### src/rtl/mmio_out_fifo_bank.sv
// Memory-mapped bank of NUM_CH output channels on the picorv32 native memory bus.
// Each channel has a DATA push register, a STATUS register, a FIFO and a ready/valid stream.
module mmio_out_fifo_bank #(
    parameter logic [31:0] BASE_ADDR  = 32'h1000_0000,
    parameter int          NUM_CH     = 4,
    parameter int          DATA_W     = 8,
    parameter int          FIFO_DEPTH = 4,
    parameter bit          BLOCKING   = 1'b0
) (
    input  logic                     clk,
    input  logic                     rst,
    input  logic                     mem_valid,
    input  logic [31:0]              mem_addr,
    input  logic [31:0]              mem_wdata,
    input  logic [3:0]               mem_wstrb,
    output logic                     mem_ready,
    output logic [31:0]              mem_rdata,
    output logic [NUM_CH*DATA_W-1:0] out_data,
    output logic [NUM_CH-1:0]        out_valid,
    input  logic [NUM_CH-1:0]        out_ready
);
    localparam int              PW        = $clog2(FIFO_DEPTH);
    localparam int              LW        = PW + 1;
    localparam int              CW        = (NUM_CH > 1) ? $clog2(NUM_CH) : 1;
    localparam logic [31:0]     WIN_BYTES = 32'(8 * NUM_CH);
    localparam logic [LW-1:0]   DEPTH_L   = LW'(FIFO_DEPTH);

    typedef enum logic {S_IDLE, S_ACK} state_t;
    state_t state, state_nx;

    logic [31:0]       offset;
    logic              hit, is_write, sel_status, idle, data_wr, stall, access;
    logic [CW-1:0]     ch;
    logic [NUM_CH-1:0] ch_sel, full, pop, push_req, push, ovf, ovf_set, ovf_clr;
    logic [31:0]       status_rd, rdata_nx;
    logic              unused_wdata;

    logic [DATA_W-1:0] fifo_mem [NUM_CH][FIFO_DEPTH];
    logic [PW-1:0]     rd_ptr   [NUM_CH];
    logic [PW-1:0]     wr_ptr   [NUM_CH];
    logic [LW-1:0]     level    [NUM_CH];

    // Addresses below BASE_ADDR wrap to large offsets, so one unsigned compare bounds the window.
    assign offset       = mem_addr - BASE_ADDR;
    assign hit          = mem_valid && (offset < WIN_BYTES);
    assign is_write     = |mem_wstrb;
    assign sel_status   = offset[2];
    assign ch           = offset[3 +: CW];
    assign idle         = (state == S_IDLE);
    assign data_wr      = hit && idle && is_write && !sel_status && mem_wstrb[0];
    assign unused_wdata = ^mem_wdata;

    // NOTE: every always_comb output gets a default first so no path can infer a latch.
    always_comb begin
        status_rd = '0;
        for (int c = 0; c < NUM_CH; c++) begin
            ch_sel[c] = (ch == CW'(c));
            full[c]   = (level[c] == DEPTH_L);
            pop[c]    = (level[c] != '0) && out_ready[c];
            if (ch_sel[c]) begin
                status_rd = {8'h00, 8'(level[c]), 7'h00, ovf[c], 6'h00, full[c], level[c] == '0};
            end
        end
    end

    // A blocking push to a full FIFO waits in IDLE unless a pop frees the slot this same cycle.
    assign stall  = BLOCKING && data_wr && |(ch_sel & full & ~pop);
    assign access = hit && idle && !stall;

    always_comb begin
        for (int c = 0; c < NUM_CH; c++) begin
            push_req[c] = access && data_wr && ch_sel[c];
            push[c]     = push_req[c] && (!full[c] || pop[c]);
            ovf_set[c]  = push_req[c] && full[c] && !pop[c];
            ovf_clr[c]  = access && is_write && sel_status && mem_wstrb[1] && mem_wdata[8] && ch_sel[c];
        end
    end

    assign rdata_nx = (access && !is_write && sel_status) ? status_rd : 32'h0;

    always_comb begin
        state_nx = state;
        case (state)
            S_IDLE:  if (access) state_nx = S_ACK;
            S_ACK:   state_nx = S_IDLE;
            default: state_nx = S_IDLE;
        endcase
    end

    // NOTE: sequential state uses non-blocking assignments so every flop samples pre-edge values.
    always_ff @(posedge clk or posedge rst) begin
        if (rst) begin
            state     <= S_IDLE;
            mem_rdata <= '0;
        end else begin
            state     <= state_nx;
            mem_rdata <= rdata_nx;
        end
    end

    assign mem_ready = (state == S_ACK);

    // NOTE: FIFO storage is reset on purpose so out_data reads zero after reset.
    always_ff @(posedge clk or posedge rst) begin
        if (rst) begin
            for (int c = 0; c < NUM_CH; c++) begin
                rd_ptr[c] <= '0;
                wr_ptr[c] <= '0;
                level[c]  <= '0;
                ovf[c]    <= 1'b0;
                for (int e = 0; e < FIFO_DEPTH; e++) begin
                    fifo_mem[c][e] <= '0;
                end
            end
        end else begin
            for (int c = 0; c < NUM_CH; c++) begin
                if (push[c]) begin
                    fifo_mem[c][wr_ptr[c]] <= mem_wdata[DATA_W-1:0];
                    wr_ptr[c]              <= wr_ptr[c] + PW'(1);
                end
                if (pop[c]) begin
                    rd_ptr[c] <= rd_ptr[c] + PW'(1);
                end
                level[c] <= level[c] + LW'(push[c]) - LW'(pop[c]);
                if (ovf_set[c]) begin
                    ovf[c] <= 1'b1;
                end else if (ovf_clr[c]) begin
                    ovf[c] <= 1'b0;
                end
            end
        end
    end

    for (genvar c = 0; c < NUM_CH; c++) begin : g_out
        assign out_valid[c]                  = (level[c] != '0);
        assign out_data[c*DATA_W +: DATA_W]  = fifo_mem[c][rd_ptr[c]];
    end

endmodule

### config.mk
export PLATFORM = sky130hd
export DESIGN_NAME = mmio_out_fifo_bank
export DESIGN_NICKNAME = d
export VERILOG_FILES = /design/src/rtl/mmio_out_fifo_bank.sv
export SDC_FILE = /design/constraint.sdc
export NUM_CORES = 1
export LEC_CHECK = 0
export ABC_AREA = 0
export CAP_MARGIN = 20
export CORE_ASPECT_RATIO = 1.1
export CORE_MARGIN = 2
export CORE_UTILIZATION = 42
export CTS_CLUSTER_DIAMETER = 40
export DETAILED_ROUTE_END_ITERATION = 12
export PLACE_DENSITY = 0.65
export SLEW_MARGIN = 20
export SYNTH_ARGS = -nofsm -noshare
export SYNTH_HDL_FRONTEND = slang
export SYNTH_SLANG_ARGS = --single-unit
export TNS_END_PERCENT = 30
### constraint.sdc
create_clock -name clk -period 8.04 [get_ports clk]
set_input_delay 1.608 -clock clk [delete_from_list [all_inputs] [get_ports clk]]
set_output_delay 1.608 -clock clk [all_outputs]
set_load 0.05 [all_outputs]
* After elaboration in Yosys (flattened, before gate mapping) *
Index checks and enable logic that the tools add are counted.

word-level totals
  input port bits = 75
  output and inout bits = 69
  register bits = 193

cells by class
  add/sub/neg operators = 17
  bitwise gates (word level) = 9
  eq/ne operators = 7
  order comparisons = 13
  reduce and logical (&&, ||, !) cells = 67
  multiplexer cells = 39

operators with widths
  kind                      count
  $bwmux W32                4
  $mux W8                   12
  $mux W19                  4
  $bmux W8 S2               4
  $demux W8 S2              4
  $logic_and A1 B1 Y1       39
  $lt A32 B6 Y1 const B     1
  $mux W32                  1
  $sub A32 B29 Y32 const B  1
  $ge A3 B3 Y1 const B      8
  $not A2 Y3                8
  $add A2 B1 Y2 const B     8
  $add A3 B1 Y3             4
  $eq A3 B3 Y1 const B      4
  $logic_not A3 Y1          4
  $lt A3 B1 Y1 const B      4
  $reduce_bool A3 Y1        4
  $sub A3 B1 Y3             4
  $logic_not A1 Y1          10
  $mux W1                   9
  $reduce_bool A2 Y1        4
  $eq A2 B2 Y1 const B      2
  $logic_or A1 B1 Y1        4
  $reduce_or A4 Y1          1
  4 further kinds           4

* Depth between registers and ports, before layout *
Gate-level depths: netlist (run 1).

  depth in word-level cells = 12
  mapped depth = 11
  gate-level depth less buffers = 9

* Least setup slack after synthesis (run 1) *
Ideal clock, no wire load.

  path kind = in2reg
  start = input port mem_addr[20]
  end = register level[2] (netlist name)
  setup slack = 4395 ps
  arrival = 3518 ps
  data required time = 7913 ps
  stages = 11
  cells stage by stage = nor4_2 > and4_1 > buf_4 > buf_8 > nand2_2 > nor2_1 > ha_1 > inv_1 > fa_1 > xnor2_1 > xnor2_1

between the ends
  word-level cells in the longest chain between the ends = 12

ends and longest elaborated chain
  item                                  line    source
  start, declared                       13      input logic [31:0] mem_addr,
  $sub A32 B29 Y32 (*)                  44      assign offset = mem_addr - BASE_ADDR;
  $lt A32 B6 Y1 (*)                     45      assign hit = mem_valid && (offset < WIN_BYTES);
  $logic_and A1 B1 Y1 (*)               45
  $logic_and A1 B1 Y1 (*)               50, 68
  $logic_and A1 B1 Y1 (3 in a row)      50      assign data_wr = hit && idle && is_write && !sel_status && mem_wstrb[0];
  $logic_and A1 B1 Y1 (*) (2 in a row)  72      push_req[c] = access && data_wr && ch_sel[c];
  $logic_and A1 B1 Y1 (*)               73      push[c] = push_req[c] && (!full[c] || pop[c]);
  net push[3]                           34      logic [NUM_CH-1:0] ch_sel, full, pop, push_req, push, ovf, ovf_set, ovf_clr;
  $add A3 B1 Y3 (*)                     124     level[c] <= level[c] + LW'(push[c]) - LW'(pop[c]);
  $sub A3 B1 Y3 (*)                     124
  end signal, assigned by index         124
  end, declared                         41      logic [LW-1:0] level [NUM_CH];

Mark *: on every way through the listed nets, which the timed path passes. The rest lies on a longest branch.
A chain may end at the register's enable or synchronous reset.

* Final worst setup path (run 1) *
  start = register rd_ptr[4] (netlist name)
  end = output port out_data[14]

between the ends
  word-level cells in the longest chain between the ends = 4

ends and longest elaborated chain
  item                                        line  source
  start, declared                             39    logic [PW-1:0] rd_ptr [NUM_CH];
  start signal, assigned by index             122   rd_ptr[c] <= rd_ptr[c] + PW'(1);
  $not A2 Y3 (implied by the code)            136   assign out_data[c*DATA_W +: DATA_W] = fifo_mem[c][rd_ptr[c]];
  $bmux W8 S2                                 136
  $mux W8 (implied by the code) (2 in a row)  136
  end, declared                               18    output logic [NUM_CH*DATA_W-1:0] out_data,

Every way passes these cells. The select of a mux whose other input is x is not followed.

==> results.toml, run 1 <==
[floorplanning]
io-pin-count = 144
die_area_um2 = 21800
coreArea_um2 = 20400
row_count = 55
die_w_um = 141
die_y_um = 155
initial_utilization_pct = 42.4

[finish]
diodes = 0
fin_nets = 762
drive_gt1_share_pct = 33.9
nFillCells = 1721
area_growth_syn_to_layout_pct = 18.8

[synthesis]
ys_seq_area_share_pct = 48.2
ys_async_sr_fraction_pct = 100
syn_area_um2 = 8660
synth.distinct_cells = 44
syn_inst = 569
synthFlopType = "dfrtp_1"
ys_ff_latch = 167
synth-warning-count = 0
synth_edf_count = 0
avgSynthCellArea_um2 = 15.2

[worst_setup_path]
path_buf_inv = 1
cp_cell_sequence = "mux4_2 > clkdlybuf4s50_1"
path_class = "reg -> out"
slowest_stage = "dfrtp_1"
crit_fanout = 10
worstSetupStartpointType = "register"
cp.required_ns = 6.43
endpoint_kind = "output pin"
cp_slowest_stage_delay_ns = 0.75
worstPathArrival_ns = 2.54
cp_top_family = "flip-flops"

[grt]
grt_max_degree = 107
track_usage_pct = 17.6
use_met1_pct = 22.0
overflow = 0
antenna_found_initial = 0
top_usage_layer = "met2"
grt_pass1_vias = 5340
met3_usage_pct = 3.31
grt_pass1_wl_um = 29400
groute.layer.met2.usage_pct = 30.5

[power_and_ir_drop]
p_seq_share_pct = 46.4
p_leak_nw = 4.89
powerDensity_nw_per_um2 = 219
ir_drop_mv = 0.116
internal_power_mw = 1.57
p_total_mw = 2.26
swShare_pct = 30.5
power_frac_comb_pct = 17.4
p_switching_uw = 688
pwr-share-clk_pct = 36.2

[timing]
hold_viol_final = 0
grt_setup_unrepaired = "no"
setup_violations = 0
finalCritPeriodShare_pct = 51.5
tightestPinTransition_ns = 0.965
min_period_ns = 4.14
fmax_mhz = 241
slew_headroom_pct = 35.7
fin_tns_setup_ns = 0
skew_ns = 0.0118
maxSlewViolCount = 0

[clock_tree]
h-tree-depth = 4
numCtsBuffers = 17
clk_pin_slew_worst_paths_ns = 0.06
hold_buffers = 0
post-cts-setup-buffers = 0
cts_tree = "yes"
clockBufferDepth = 2
clock-sinks = 167
cts-resized-gates = 0
cts-root-buf = "clkbuf_16"
insertion_delay_ns = 0.43

[drt]
vias = 4832
wl_per_cell_um = 19.3
drt-initial-drc-count = 309
drt_first_pass_iters = 4
wirelength_um = 17900
routed_via_density = 5.21
ant_nets = 0
drc_errors = 0

[placed_design]
gp_congestion = 0.813
portBuffers = 92
hpwlAfterDp_um = 12500

[flow_run]
drv_cap = 0

[run_status]
outcome = "finished, final reports clean"

[min_path]
hp-class = "reg -> reg"
==> Yosys cell counts (9+ instances only) <==
cell type  number  area, um2
nor4_2         10        125
nand2_1         9       33.8
mux2_2         46        518
dfrtp_1       167       4180
nand3_4         9        158
and3_1         17        106
clkbuf_1       12       45.0
buf_4          28        210
mux2_4         80       1200
ha_1           24        300
mux4_2         37        833
nor2_1          9       33.8
xnor2_1        15        131
inv_1          25       93.8
==> layer usage <==
metal  part of all wire (%)  vias to the layer above  wire length [um]
met5                      0                        -                 0
met4                    1.9                        0               340
met3                    3.5                       22               633
met2                     53                      127              9420
met1                     42                     2492              7540
li1                       -                     2191                 -
==> cells in the final DEF, fill, tap and decap left out, drive strengths merged, types with 6 or more instances in the layout <==
cell	instances
mux4	37
nand2	10
dfrtp	167
nor4	11
xnor2	15
nor2	9
inv	28
mux2	132
clkinvlp	8
conb	26
clkdlybuf4s50	92
ha	24
clkbuf	19
nand3	15
nand4	6
and3	17
nor2b	7
==> final timing paths <==
kind	from	endpoint	slack, ns	cells after the start
max reg2reg	mem_ready	level[2]	5.43	10
max in group asynchronous	rst	level[3]	4.94	3
min reg2reg	fifo_mem[83]	fifo_mem[83]	0.50	1
max	rd_ptr[4]	out_data[14]	3.90	2
min	fifo_mem[83]	fifo_mem[83]	0.50	1
min in group asynchronous	rst	fifo_mem[8]	1.77	2
==> sequential cells by signal (all words and copies together) (netlist names) <==
| name | cells |
|---|---|
| ovf | 4 |
| mem_ready | 1 |
| level | 12 |
| fifo_mem | 128 |
| mem_rdata | 6 |
| rd_ptr | 8 |
| wr_ptr | 8 |
==> kinds of logic (layout without fill, tap and decap cells) <==
logic type                 count (synthesis)  count (layout)  synth area share (%)
AOI/OAI and AO/OA                         11              11                 0.968
xor gates and xnor gates                  20              20                  2.02
adders and majority gates                 28              28                  4.39
buffers and inverters                     74             152                  4.78
DFF                                      167             167                  48.2
muxes                                    169             169                  30.2
other                                      1              26                0.0433
and+or+nand+nor                           99              99                  9.32
==> power by group through the flow <==
stage | Sequential [mW] | Combinational, mW | Clock (mW)
after floorplan | 0.949 | 0.393 | 0
after CTS | 1.05 | 0.401 | 0.835
after detailed placement | 1.07 | 0.399 | 0
final | 1.05 | 0.393 | 0.817
after global placement | 1.06 | 0.383 | 0
after global routing | 1.06 | 0.431 | 0.874
==> layout make-up <==
type | instances | area [um2] | share of cell area (%)
flip-flops and latches | 167 | 4180 | 40.6
multi-input cells | 353 | 4160 | 40.4
repair buffers | 95 | 943 | 9.16
clock buffers | 19 | 443 | 4.30
well taps | 256 | 320 | 3.11
clock inverters | 13 | 146 | 1.42
inverters | 25 | 98.8 | 0.960
==> through the flow <==
step                setup WS, ns  hold slack, ns  area (um2)  utilization [%]  instances
global placement            3.62           0.469        9710             47.5        896
floorplan                   1.91           0.459        8760                -        594
detailed placement          3.58           0.486        9710             47.5        896
finish                      3.90           0.496       10300             50.4        928
global route                3.80           0.515       10300             50.4        928
CTS                         3.85           0.500       10300             50.4        928
No activity file was read; power rests on OpenSTA's default activity.
==> inputs of run 2 (changes only) <==
--- a/config.mk
+++ b/config.mk
@@ -12,7 +12,7 @@
 export CORE_UTILIZATION = 42
 export CTS_CLUSTER_DIAMETER = 40
 export DETAILED_ROUTE_END_ITERATION = 12
-export PLACE_DENSITY = 0.65
+export PLACE_DENSITY = 0.68
 export SLEW_MARGIN = 20
 export SYNTH_ARGS = -nofsm -noshare
 export SYNTH_HDL_FRONTEND = slang
==> constraint.sdc (replaced) <==
create_clock -name clk -period 3.4 [get_ports clk]
set_input_delay 0.68 -clock clk [delete_from_list [all_inputs] [get_ports clk]]
set_output_delay 0.68 -clock clk [all_outputs]
set_load 0.05 [all_outputs]
==> run 2 against run 1 <==
Against the previous run:
- via count up 2.0%
- design area up 0.86%
- wire length down 0.54%
- global-route usage down 0.056 points
- register-to-register slack worse by 4.5 ns
- critical path depth unchanged
==> results.toml, run 2 (synthesis gave the netlist of run 1 again) <==
[run_status]
outcome = "finished, final reports clean"

[finish]
final_common_cell = "dfrtp_1"
drive_gt1_share_pct = 34.6
diodes = 0
layout_common_cells = "dfrtp_1 (167), clkdlybuf4s50_1 (92), mux2_4 (80), mux2_2 (46), mux4_2 (37)"
fin_nets = 770
top_register = "fifo_mem"
area_growth_syn_to_layout_pct = 19.9
largest_reg_flops = 128
top_regs = "fifo_mem: 128 flops, level: 12 flops"

[drt]
drt_first_pass_iters = 4
routed_via_density = 5.26
ant_nets = 0
drt-initial-drc-count = 221
drc_errors = 0
wl_per_cell_um = 19.1
vias = 4927
wirelength_um = 17800

[min_path]
hp-class = "reg -> reg"

[timing]
hold_viol_final = 0
min_period_ns = 3.21
setup_violations = 0
fin_tns_setup_ns = 0
slew_headroom_pct = 47.7
grt_setup_unrepaired = "no"
tightestPinTransition_ns = 0.782
maxSlewViolCount = 0
finalCritPeriodShare_pct = 94.4
skew_ns = 0.00946
fin_hold_ws_ns = 0.498
fmax_mhz = 312

[clock_tree]
clock-sinks = 167
cts-root-buf = "clkbuf_16"
insertion_delay_ns = 0.43
hold_buffers = 0
clk_pin_slew_worst_paths_ns = 0.06
h-tree-depth = 4
clockBufferDepth = 2
post-cts-setup-buffers = 0
numCtsBuffers = 17
cts_tree = "yes"
cts-resized-gates = 0

[worst_setup_path]
slowest_stage = "dfrtp_1"
crit_fanout = 10
worstSetupStartpointType = "register"
worstPathArrival_ns = 2.53
path_class = "reg -> out"
cp.required_ns = 2.72
endpoint_kind = "output pin"
cp_slowest_stage_delay_ns = 0.74
cp_cell_sequence = "mux4_2 > clkdlybuf4s50_1"

[power_and_ir_drop]
ir_drop_mv = 0.294
internal_power_mw = 3.77
p_leak_nw = 4.96
p_seq_share_pct = 45.7
swShare_pct = 29.8
p_switching_mw = 1.60
pwr-share-clk_pct = 36.2
power_frac_comb_pct = 18.1
powerDensity_nw_per_um2 = 517

[grt]
grt_pass1_wl_um = 29200
antenna_found_initial = 0
grt_max_degree = 109
overflow = 0
track_usage_pct = 17.5
grt_pass1_vias = 5315

[floorplanning]
initial_utilization_pct = 42.4
die_w_um = 141
die_y_um = 155
die_area_um2 = 21800
io-pin-count = 144
row_count = 55
coreArea_um2 = 20400

[flow_run]
drv_cap = 0

[placed_design]
gp_congestion = 0.857
portBuffers = 92
hpwlAfterDp_um = 12600
==> run 2: cell count changes in the layout (fill, tap and decap cells not counted), sizes merged <==
cell	delta
buf	+8
clkinv	+5
clkinvlp	-5
inv	-3
clkbuf	+3
==> run 2: final timing paths <==
path	start	to	slack, ns	cells after the start
min in group asynchronous	rst	fifo_mem[2]	0.70	3
hold / removal	fifo_mem[84]	fifo_mem[84]	0.50	1
setup reg to reg	level[1]	level[2]	0.94	9
setup / recovery	rd_ptr[4]	out_data[12]	0.19	2
hold reg to reg	fifo_mem[84]	fifo_mem[84]	0.50	1
max in group asynchronous	rst	level[7]	2.17	3
==> run 2: area by class of cell <==
| cell class | count | area [um2] |
|---|---|---|
| timing repair buffer | 103 | 1030 |
| clock inverter | 10 | 120 |
| inverter | 25 | 97.6 |
| multi-input combinational | 353 | 4160 |
| clock buffer | 22 | 474 |
| sequential | 167 | 4180 |
| fill | 1671 | 10100 |
| tap | 256 | 320 |
==> run 2: layer usage <==
layer | up-vias | global-route usage (%) | wire, um
li1 | 2206 | - | -
met4 | 0 | 5.48 | 209
met5 | - | 0 | 0
met3 | 16 | 3.87 | 615
met2 | 115 | 30.6 | 9410
met1 | 2590 | 21.8 | 7610
==> run 2: power by group through the flow <==
| stage | clock network, mW | logic (mW) | registers [mW] |
|---|---|---|---|
| 4_1_cts | 1.97 | 0.988 | 2.46 |
| 2_1_floorplan | 0 | 0.930 | 2.24 |
| 3_3_place_gp | 0 | 0.944 | 2.48 |
| 5_1_grt | 2.07 | 1.08 | 2.49 |
| 3_5_place_dp | 0 | 0.982 | 2.49 |
| 6_report | 1.94 | 0.971 | 2.45 |
==> run 2: worst max-delay path, delay by kind of cell, from the launching register on <==
kind / cells / cell delay (ns)
buf+inv: 1 / 0.73
flops: 1 / 0.74
mux: 1 / 0.63
==> run 2: metrics by stage <==
step | worst slack, ns | util, % | instances | power, mW | area, um2
final | 0.192 | 50.8 | 936 | 5.36 | 10400
after global placement | 0.274 | 47.9 | 904 | 3.42 | 9790
after global routing | 0.0737 | 50.8 | 936 | 5.64 | 10400
after CTS | 0.154 | 50.8 | 936 | 5.42 | 10400
after floorplan | 0.593 | - | 594 | 3.17 | 8760
after detailed placement | 0.219 | 47.9 | 904 | 3.48 | 9790
